==> config.mk <==
export PLATFORM = sky130hd
export DESIGN_NAME = decode_control_flat
export DESIGN_NICKNAME = d
export VERILOG_FILES = /design/src/rtl/decode_control_if.sv /design/src/rtl/decode_control.sv /design/src/flat_wrapper.sv
export SDC_FILE = /design/constraint.sdc
export NUM_CORES = 1
export LEC_CHECK = 0
export BUFFER_PORTS_ARGS = -buffer_cell sky130_fd_sc_hd__buf_2
export CAP_MARGIN = 20
export CORE_MARGIN = 2
export CORE_UTILIZATION = 45
export DETAILED_ROUTE_END_ITERATION = 16
export GPL_ROUTABILITY_DRIVEN = 1
export PLACE_DENSITY_LB_ADDON = 0.3
export SLEW_MARGIN = 10
export SYNTH_ARGS = -nofsm -noshare
export SYNTH_HDL_FRONTEND = slang
export SYNTH_SLANG_ARGS = --single-unit
==> constraint.sdc <==
create_clock -name clock -period 2.3 [get_ports clock]
set_input_delay 0.23 -clock clock [delete_from_list [all_inputs] [get_ports clock]]
set_output_delay 0.23 -clock clock [all_outputs]
set_load 0.02 [all_outputs]
==> src/rtl/decode_control_if.sv <==
// decode_control_if
//   Groups the decode-stage pipeline signals shared between the fetch/execute
//   stages (master side) and the decode controller (slave side).
//
//   Signals (direction as seen by the decode controller):
//     IR1wire_out    in   8  fetch-stage instruction ([3:0] op, [5:4] Rx, [7:6] Ry)
//     IR1Valid       in   1  IR1wire_out carries a real instruction
//     IR3wire_out    in   8  execute-stage instruction, same layout
//     BranchResolved in   1  execute finished a BR-class instruction (pulse)
//     IR2wire_out    out  8  decode-stage instruction register
//     IR2Load        out  1  IR2 captures at this edge
//     IR3Load        out  1  execute stage captures at this edge
//     IR3NopSel      out  1  execute stage captures NOP instead of IR2
//     RegReadX       out  2  register-file read address X (IR2 Rx)
//     RegReadY       out  2  register-file read address Y (IR2 Ry)
//     DecodeStall    out  1  fetch holds IR1 and PC
//     BranchPending  out  1  branch in flight downstream
//     StallCount     out  8  saturating stall-cycle counter
//                            (present only with DECODE_STALL_CNT_EN defined)
interface decode_control_if;
  logic [7:0] IR1wire_out;
  logic       IR1Valid;
  logic [7:0] IR3wire_out;
  logic       BranchResolved;
  logic [7:0] IR2wire_out;
  logic       IR2Load;
  logic       IR3Load;
  logic       IR3NopSel;
  logic [1:0] RegReadX;
  logic [1:0] RegReadY;
  logic       DecodeStall;
  logic       BranchPending;
`ifdef DECODE_STALL_CNT_EN
  logic [7:0] StallCount;

  modport master (
    output IR1wire_out, IR1Valid, IR3wire_out, BranchResolved,
    input  IR2wire_out, IR2Load, IR3Load, IR3NopSel, RegReadX, RegReadY,
           DecodeStall, BranchPending, StallCount
  );

  modport slave (
    input  IR1wire_out, IR1Valid, IR3wire_out, BranchResolved,
    output IR2wire_out, IR2Load, IR3Load, IR3NopSel, RegReadX, RegReadY,
           DecodeStall, BranchPending, StallCount
  );
`else
  modport master (
    output IR1wire_out, IR1Valid, IR3wire_out, BranchResolved,
    input  IR2wire_out, IR2Load, IR3Load, IR3NopSel, RegReadX, RegReadY,
           DecodeStall, BranchPending
  );

  modport slave (
    input  IR1wire_out, IR1Valid, IR3wire_out, BranchResolved,
    output IR2wire_out, IR2Load, IR3Load, IR3NopSel, RegReadX, RegReadY,
           DecodeStall, BranchPending
  );
`endif
endinterface

==> src/rtl/decode_control.sv <==
// decode_control
//   Decode-stage controller of a 3-stage pipeline. Owns IR2, inserts one
//   bubble per load-use pair, and blocks decode while a branch is in flight
//   (BRWAIT) until execute reports BranchResolved.
//
//   Ports:
//     clock  in  single clock, rising edge
//     reset  in  synchronous active-high reset
//     bus    decode_control_if.slave (see rtl/decode_control_if.sv)
//
//   Optional feature: define DECODE_STALL_CNT_EN to add the 8-bit saturating
//   StallCount output counting cycles with DecodeStall=1.
module decode_control (
  input  logic               clock,
  input  logic               reset,
  decode_control_if.slave    bus
);

  localparam logic [3:0] OP_LOAD   = 4'b0000;
  localparam logic [3:0] OP_BR     = 4'b0001;
  localparam logic [7:0] NOP_INSTR = 8'h0A;

  typedef enum logic [0:0] {
    RUN    = 1'b0,
    BRWAIT = 1'b1
  } state_t;

  state_t     state_reg;
  logic [7:0] ir2_reg;
  logic       ir2_valid_reg;
  logic       branch_pending_reg;
  logic       hazard;

  // Load-use hazard: the LOAD in execute writes a register that the valid
  // instruction in decode is about to read.
  assign hazard = (state_reg == RUN) && ir2_valid_reg &&
                  (bus.IR3wire_out[3:0] == OP_LOAD) &&
                  ((bus.IR3wire_out[5:4] == ir2_reg[5:4]) ||
                   (bus.IR3wire_out[5:4] == ir2_reg[7:6]));

  always_comb begin
    bus.IR2Load     = 1'b1;
    bus.IR3Load     = 1'b1;
    bus.IR3NopSel   = ~ir2_valid_reg;
    bus.DecodeStall = 1'b0;
    case (state_reg)
      RUN: begin
        if (hazard) begin
          bus.IR2Load     = 1'b0;
          bus.IR3NopSel   = 1'b1;
          bus.DecodeStall = 1'b1;
        end
      end
      BRWAIT: begin
        bus.IR3NopSel   = 1'b1;
        bus.DecodeStall = 1'b1;
      end
      default: begin
        bus.IR3NopSel   = 1'b1;
      end
    endcase
  end

  always_ff @(posedge clock) begin
    if (reset) begin
      state_reg          <= RUN;
      ir2_reg            <= NOP_INSTR;
      ir2_valid_reg      <= 1'b0;
      branch_pending_reg <= 1'b0;
    end else begin
      case (state_reg)
        RUN: begin
          if (!hazard) begin
            ir2_reg       <= bus.IR1Valid ? bus.IR1wire_out : NOP_INSTR;
            // A NOP is never a valid instruction, even if fetch flags it.
            ir2_valid_reg <= bus.IR1Valid && (bus.IR1wire_out != NOP_INSTR);
            // The branch leaves for execute this edge; wait for it there.
            if (ir2_valid_reg && (ir2_reg[3:0] == OP_BR)) begin
              state_reg          <= BRWAIT;
              branch_pending_reg <= 1'b1;
            end
          end
        end
        BRWAIT: begin
          ir2_reg       <= NOP_INSTR;
          ir2_valid_reg <= 1'b0;
          if (bus.BranchResolved) begin
            state_reg          <= RUN;
            branch_pending_reg <= 1'b0;
          end
        end
        default: begin
          state_reg          <= RUN;
          branch_pending_reg <= 1'b0;
        end
      endcase
    end
  end

  assign bus.IR2wire_out   = ir2_reg;
  assign bus.RegReadX      = ir2_reg[5:4];
  assign bus.RegReadY      = ir2_reg[7:6];
  assign bus.BranchPending = branch_pending_reg;

`ifdef DECODE_STALL_CNT_EN
  logic [7:0] stall_count_reg;

  always_ff @(posedge clock) begin
    if (reset) begin
      stall_count_reg <= 8'd0;
    end else if (bus.DecodeStall && (stall_count_reg != 8'hFF)) begin
      stall_count_reg <= stall_count_reg + 8'd1;
    end
  end

  assign bus.StallCount = stall_count_reg;
`endif

endmodule

==> src/flat_wrapper.sv <==
// flat-port wrapper written by rule: the top's interface ports become plain ports
module decode_control_flat 
  (clock, reset, bus_IR1wire_out, bus_IR1Valid, bus_IR3wire_out, bus_BranchResolved, bus_IR2wire_out, bus_IR2Load, bus_IR3Load, bus_IR3NopSel, bus_RegReadX, bus_RegReadY, bus_DecodeStall, bus_BranchPending);
  decode_control_if bus_i ();
  input  logic clock;
  input  logic reset;
  input wire logic [$bits(bus_i.IR1wire_out)-1:0] bus_IR1wire_out;
  input wire logic [$bits(bus_i.IR1Valid)-1:0] bus_IR1Valid;
  input wire logic [$bits(bus_i.IR3wire_out)-1:0] bus_IR3wire_out;
  input wire logic [$bits(bus_i.BranchResolved)-1:0] bus_BranchResolved;
  output wire logic [$bits(bus_i.IR2wire_out)-1:0] bus_IR2wire_out;
  output wire logic [$bits(bus_i.IR2Load)-1:0] bus_IR2Load;
  output wire logic [$bits(bus_i.IR3Load)-1:0] bus_IR3Load;
  output wire logic [$bits(bus_i.IR3NopSel)-1:0] bus_IR3NopSel;
  output wire logic [$bits(bus_i.RegReadX)-1:0] bus_RegReadX;
  output wire logic [$bits(bus_i.RegReadY)-1:0] bus_RegReadY;
  output wire logic [$bits(bus_i.DecodeStall)-1:0] bus_DecodeStall;
  output wire logic [$bits(bus_i.BranchPending)-1:0] bus_BranchPending;
  assign bus_i.IR1wire_out = bus_IR1wire_out;
  assign bus_i.IR1Valid = bus_IR1Valid;
  assign bus_i.IR3wire_out = bus_IR3wire_out;
  assign bus_i.BranchResolved = bus_BranchResolved;
  assign bus_IR2wire_out = bus_i.IR2wire_out;
  assign bus_IR2Load = bus_i.IR2Load;
  assign bus_IR3Load = bus_i.IR3Load;
  assign bus_IR3NopSel = bus_i.IR3NopSel;
  assign bus_RegReadX = bus_i.RegReadX;
  assign bus_RegReadY = bus_i.RegReadY;
  assign bus_DecodeStall = bus_i.DecodeStall;
  assign bus_BranchPending = bus_i.BranchPending;
  decode_control u_core (.clock(clock), .reset(reset), .bus(bus_i));
endmodule
; ---- Yosys cells after proc, flatten, opt, wreduce, memory -nomap -nowiden
; Index checks and enable logic that the tools add are counted.
[op_classes]
mux = 19
shift = 0
div_mod_pow = 0
n_bitwise = 2
n_reduce_logical = 8
eq_ne = 7
multipliers = 0
n_addsub = 0
magnitude_cmp = 0
[op_table]
columns = op, n
row1 = 8-bit two-way mux, 2
row2 = 8-bit case mux with 2 select lines, 1
row3 = 1-bit two-way mux, 11
row4 = 1-bit case mux with 2 select lines, 5
row5 = 8-bit by 4-bit inequality test with 1-bit output (second input constant), 1
row6 = 2-bit inequality test (second input constant), 3
row7 = 1-bit logical AND, 5
row8 = 2-bit equality test, 2
row9 = 4-bit by 1-bit equality test with 1-bit output (second input constant), 1
row10 = 4-bit zero test, 1
row11 = 3-bit AND reduction, 1
row12 = 1-bit NOT, 2
row13 = 1-bit logical OR, 1
[word_totals]
memories = 0
mem_bits_ro = 0
input_bits = 20
output_inout_bits = 17
reg_bits = 11
ramBits = 0
elab_cells = 40
latchBits = 0

; ---- Depth between registers and ports, before layout
[logic_depth]
ltp_word = 6
ltp_mapped = 5
ltp_nobuf = 4

; ---- Worst setup path before layout
; No wires, ideal clock.
[synth_timing]
path_type = register -> output
from = reg u_core.ir2_reg[7] (netlist: u_core.bus.IR2wire_out[7])
to = out bus_DecodeStall
required_ns = 2.070
arrival_time_ns = 1.285
path_slack_ns = 0.785
path_buffers = 0
path_stages_with_launch = 5
path_cell_list = dfxtp_1 > xor2_1 > o22ai_2 > nand2_4 > nand2b_1
[synth_via]
elab_chain_cells = 5
[synth_rtl]
columns = element, line_no
row1 = from (decl), decode_control.sv:29  ; logic [7:0] ir2_reg;
row2 = from (signal assigned), decode_control.sv:74  ; ir2_reg <= bus.IR1Valid ? bus.IR1wire_out : NOP_INSTR;
row3 = 2-bit equality test, decode_control.sv:39  ; (bus.IR3wire_out[5:4] == ir2_reg[7:6]));
row4 = 1-bit logical OR, decode_control.sv:38  ; ((bus.IR3wire_out[5:4] == ir2_reg[5:4]) ||
row5 = 1-bit logical AND, decode_control.sv:37  ; (bus.IR3wire_out[3:0] == OP_LOAD) &&
row6 = 1-bit two-way mux, decode_control.sv:48  ; if (hazard) begin
row7 = 1-bit case mux with 2 select lines, decode_control.sv:46  ; case (state_reg)
row8 = to (decl), flat_wrapper.sv:17  ; output wire logic [$bits(bus_i.DecodeStall)-1:0] bus_DecodeStall;
; Every way passes these cells.

; ---- Worst setup path in the final report
[layout_timing]
from = reg u_core.state_reg
to = out bus_DecodeStall
[layout_via]
elab_chain_cells = 6
[layout_rtl]
columns = element, line_no
row1 = from (decl), decode_control.sv:28  ; state_t state_reg;
row2 = from (signal assigned), decode_control.sv:66  ; state_reg <= RUN;
row3 = from (signal assigned), decode_control.sv:79  ; state_reg <= BRWAIT;
row4 = from (signal assigned), decode_control.sv:88  ; state_reg <= RUN;
row5 = 1-bit NOT, "decode_control.sv:36, decode_control.sv:46"
row6 = 1-bit logical AND (2 in a row), decode_control.sv:36  ; assign hazard = (state_reg == RUN) && ir2_valid_reg &&
row7 = 1-bit logical AND, decode_control.sv:37
row8 = 1-bit two-way mux, decode_control.sv:48
row9 = 1-bit case mux with 2 select lines (*), decode_control.sv:46
; Every way passes the cells marked *; elsewhere a longest branch is shown, timed or not.

==> summary.txt <==
Hold WC Path Type: primary input to flip-flop
Vias/cell: 5.27
Nets: 134
CTS tree: done
Clock Skew: 0.00432 ns
layer with the highest usage: met2
met3 Use GR: 5.22%
Fill cells: 138
Total Power: 0.425 mW
die area: 1750 µm²
most frequent cells after synthesis: nor2_1 (12), dfxtp_1 (11), a21oi_1 (7), inv_1 (7), nand3_1 (7)
VDD IR max: 0.378 mV
Yosys cell types: 27
first-pass GRT wire length: 2440 µm
Critical R2R Launch: u_core.state_reg$_SDFF_PP0_
Post-CTS Setup Bufs: 0
post-synthesis sequential element count: 11
CTS Root Cell: clkbuf_4
fraction of registers with async set/reset: 0%
worst-case clock buffer depth: 2
final std cells w/o fill: 128
DRC errors left: 0
CORE AREA: 1320 µm²
Hold Startpoint: bus_BranchResolved
cts repair resizes: 0
layout cells sized above 1: 36.3%
crit path launch: u_core.state_reg$_SDFF_PP0_
diode count: 0
fin crit share: 78.7%
Max Slew Vio Count: 0
Clock Latency Late Sink: 0.27 ns
Place WS: 0.796 ns
Setup crit end kind: primary output
Setup violations, final: 0
via count: 675
wire length per cell: 11.1 µm
Syn Area/Cell: 7.67 µm²
Yosys warnings: 0
WS Path Type: flip-flop to primary output
DR pass1 iterations: 4
number of flops mapped to enable cells by yosys: 0
final instance area: 805 µm²
Worst EP arrival: 1.58 ns
RSZ-0062 raised after global routing: no
synth top area cells: dfxtp_1 (34%), nor2_1 (7.0%), buf_4 (5.8%)
flip-flop and latch area: 220 µm²
delay-heaviest family, CP: simple AND/OR/NAND/NOR gates
grt met1 use: 22.7%
Pleak: 0.418 nW
Die H: 41.8 µm
count leader, synth: nor2_1
Initial Util: 48.9%
Area growth, synth to finish: 24.9%
largest net degree at the start of global routing: 15
final wirelength: 1420 µm
TritonCTS Buffers: 3
Worst setup SP type: flip-flop
TNS Setup: 0 ns
pwr/cell area: 528 nW/µm²
max FFs per register: 8
number of global-route vias before repair: 575
Area after DPL: 778 µm²
H-tree depth: 1
minimum hold slack: 0.243 ns
Global Route Usage Sum: 17.7%
post-synth top area cell: dfxtp_1
Post-Syn Area: 644 µm²
initial antenna violation count: 0
crit-path max FO: 7
Placer Congestion: 0.713
post-synth top area share: 34.2%
post-layout min period: 1.81 ns
row count: 13
max cap viols: 0
antenna-violating nets left: 0
GRT overflow: 0
required time of the critical path: 2.07 ns
Die Wd: 41.8 µm
sequential fraction of the synthesis area: 34.2%
PortBufs: 33
Initial DRC Count: 9
Post-Syn Instances: 84
Util after Layout: 61.1%
area of the multi-input gates: 348 µm²
fmax: 552 MHz
CP bufs+invs: 1
io pins: 37
# placed instances: 124
hpwl dp: 1090 µm
commonest register cell after synthesis: dfxtp_1
Mapped Nets: 104
worst-path cell chain: nor2b_1 -> and3_1 -> nand2_4 -> nand2b_1 -> buf_2
Final WS setup: 0.489 ns
slowest cell on the critical path: and3_1
Clk pin slew, worst setup/hold paths: 0.07 ns
met2 Track Usage GR: 28.1%
CTS hold repair buffers: 0
clk sinks: 11
slowest stage delay, CP: 0.37 ns
endpoints failing hold: 0
status: finished clean
[tightest hold or removal path: cells and delay by family]
family | cells | cell delay [ns]
AO/OA/AOI/OAI | 1 | 0.05
buffers and inverters | 1 | 0.08
AND/OR/NAND/NOR | 1 | 0.10
[metal layers]
layer  share of wire [%]  vias up
li1                    -      340
met1                  43      309
met2                  49       26
met3                 7.8        0
met4                   0        0
met5                   0        -
[worst paths after layout]
| kind | endpoint | slack [ns] | cells past startpoint |
|---|---|---|---|
| hold / removal | u_core.bus.BranchPending$_SDFFE_PP0P_ | 0.24 | 3 |
| setup reg to reg | u_core.state_reg$_SDFF_PP0_ | 0.93 | 4 |
| setup / recovery | bus_DecodeStall | 0.49 | 5 |
| hold reg to reg | u_core.bus.BranchPending$_SDFFE_PP0P_ | 0.48 | 2 |
[logic make-up after synthesis]
kind of cell,Yosys count,share of synthesized area [%]
muxes,2,3.11
other,1,0.582
AOI/OAI and AO/OA,19,19.6
DFF,11,34.2
xor gates and xnor gates,4,5.44
buffers and inverters,15,11.8
and+or+nand+nor,32,25.2
[placed cells by master, fill, tap and decap left out]
| cell type | Yosys | final |
|---|---|---|
| xor2_1 | 4 | 4 |
| o21ai_1 | 2 | 2 |
| nor4_1 | 1 | 1 |
| nor3_1 | 2 | 2 |
| a221oi_2 | 1 | 1 |
| buf_2 | 1 | 33 |
| conb_1 | 1 | 1 |
| and3_1 | 1 | 1 |
| a31o_2 | 1 | 1 |
| nand3_1 | 7 | 7 |
| nand2b_1 | 3 | 3 |
| o21ai_0 | 5 | 5 |
| nor3b_1 | 1 | 1 |
| clkbuf_4 | 0 | 3 |
| nor2b_1 | 1 | 1 |
| nand2_1 | 2 | 2 |
| mux2i_1 | 2 | 2 |
| a41o_1 | 1 | 1 |
| clkbuf_1 | 2 | 1 |
| o22a_2 | 1 | 1 |
| nor4b_1 | 1 | 1 |
| a21oi_1 | 7 | 7 |
| nand2_4 | 1 | 1 |
| dfxtp_1 | 11 | 11 |
| nor2_1 | 12 | 12 |
| inv_1 | 7 | 7 |
| o22ai_2 | 1 | 1 |
[power breakdown]
| group | switching (mW) | internal (mW) |
|---|---|---|
| Combinational | 0.0535 | 0.0329 |
| Clock | 0.0688 | 0.0672 |
| Sequential | 0.00532 | 0.197 |
| Total | 0.128 | 0.297 |
[area by class of cell]
cell class	count	share of cell area, %
Multi-Input combinational cell	58	43.2
Tap cell	15	2.33
Inverter	7	3.27
Timing Repair Buffer	33	20.5
Clock buffer	4	3.27
Sequential cell	11	27.4
Note: power is estimated with default switching activity, not from simulation.
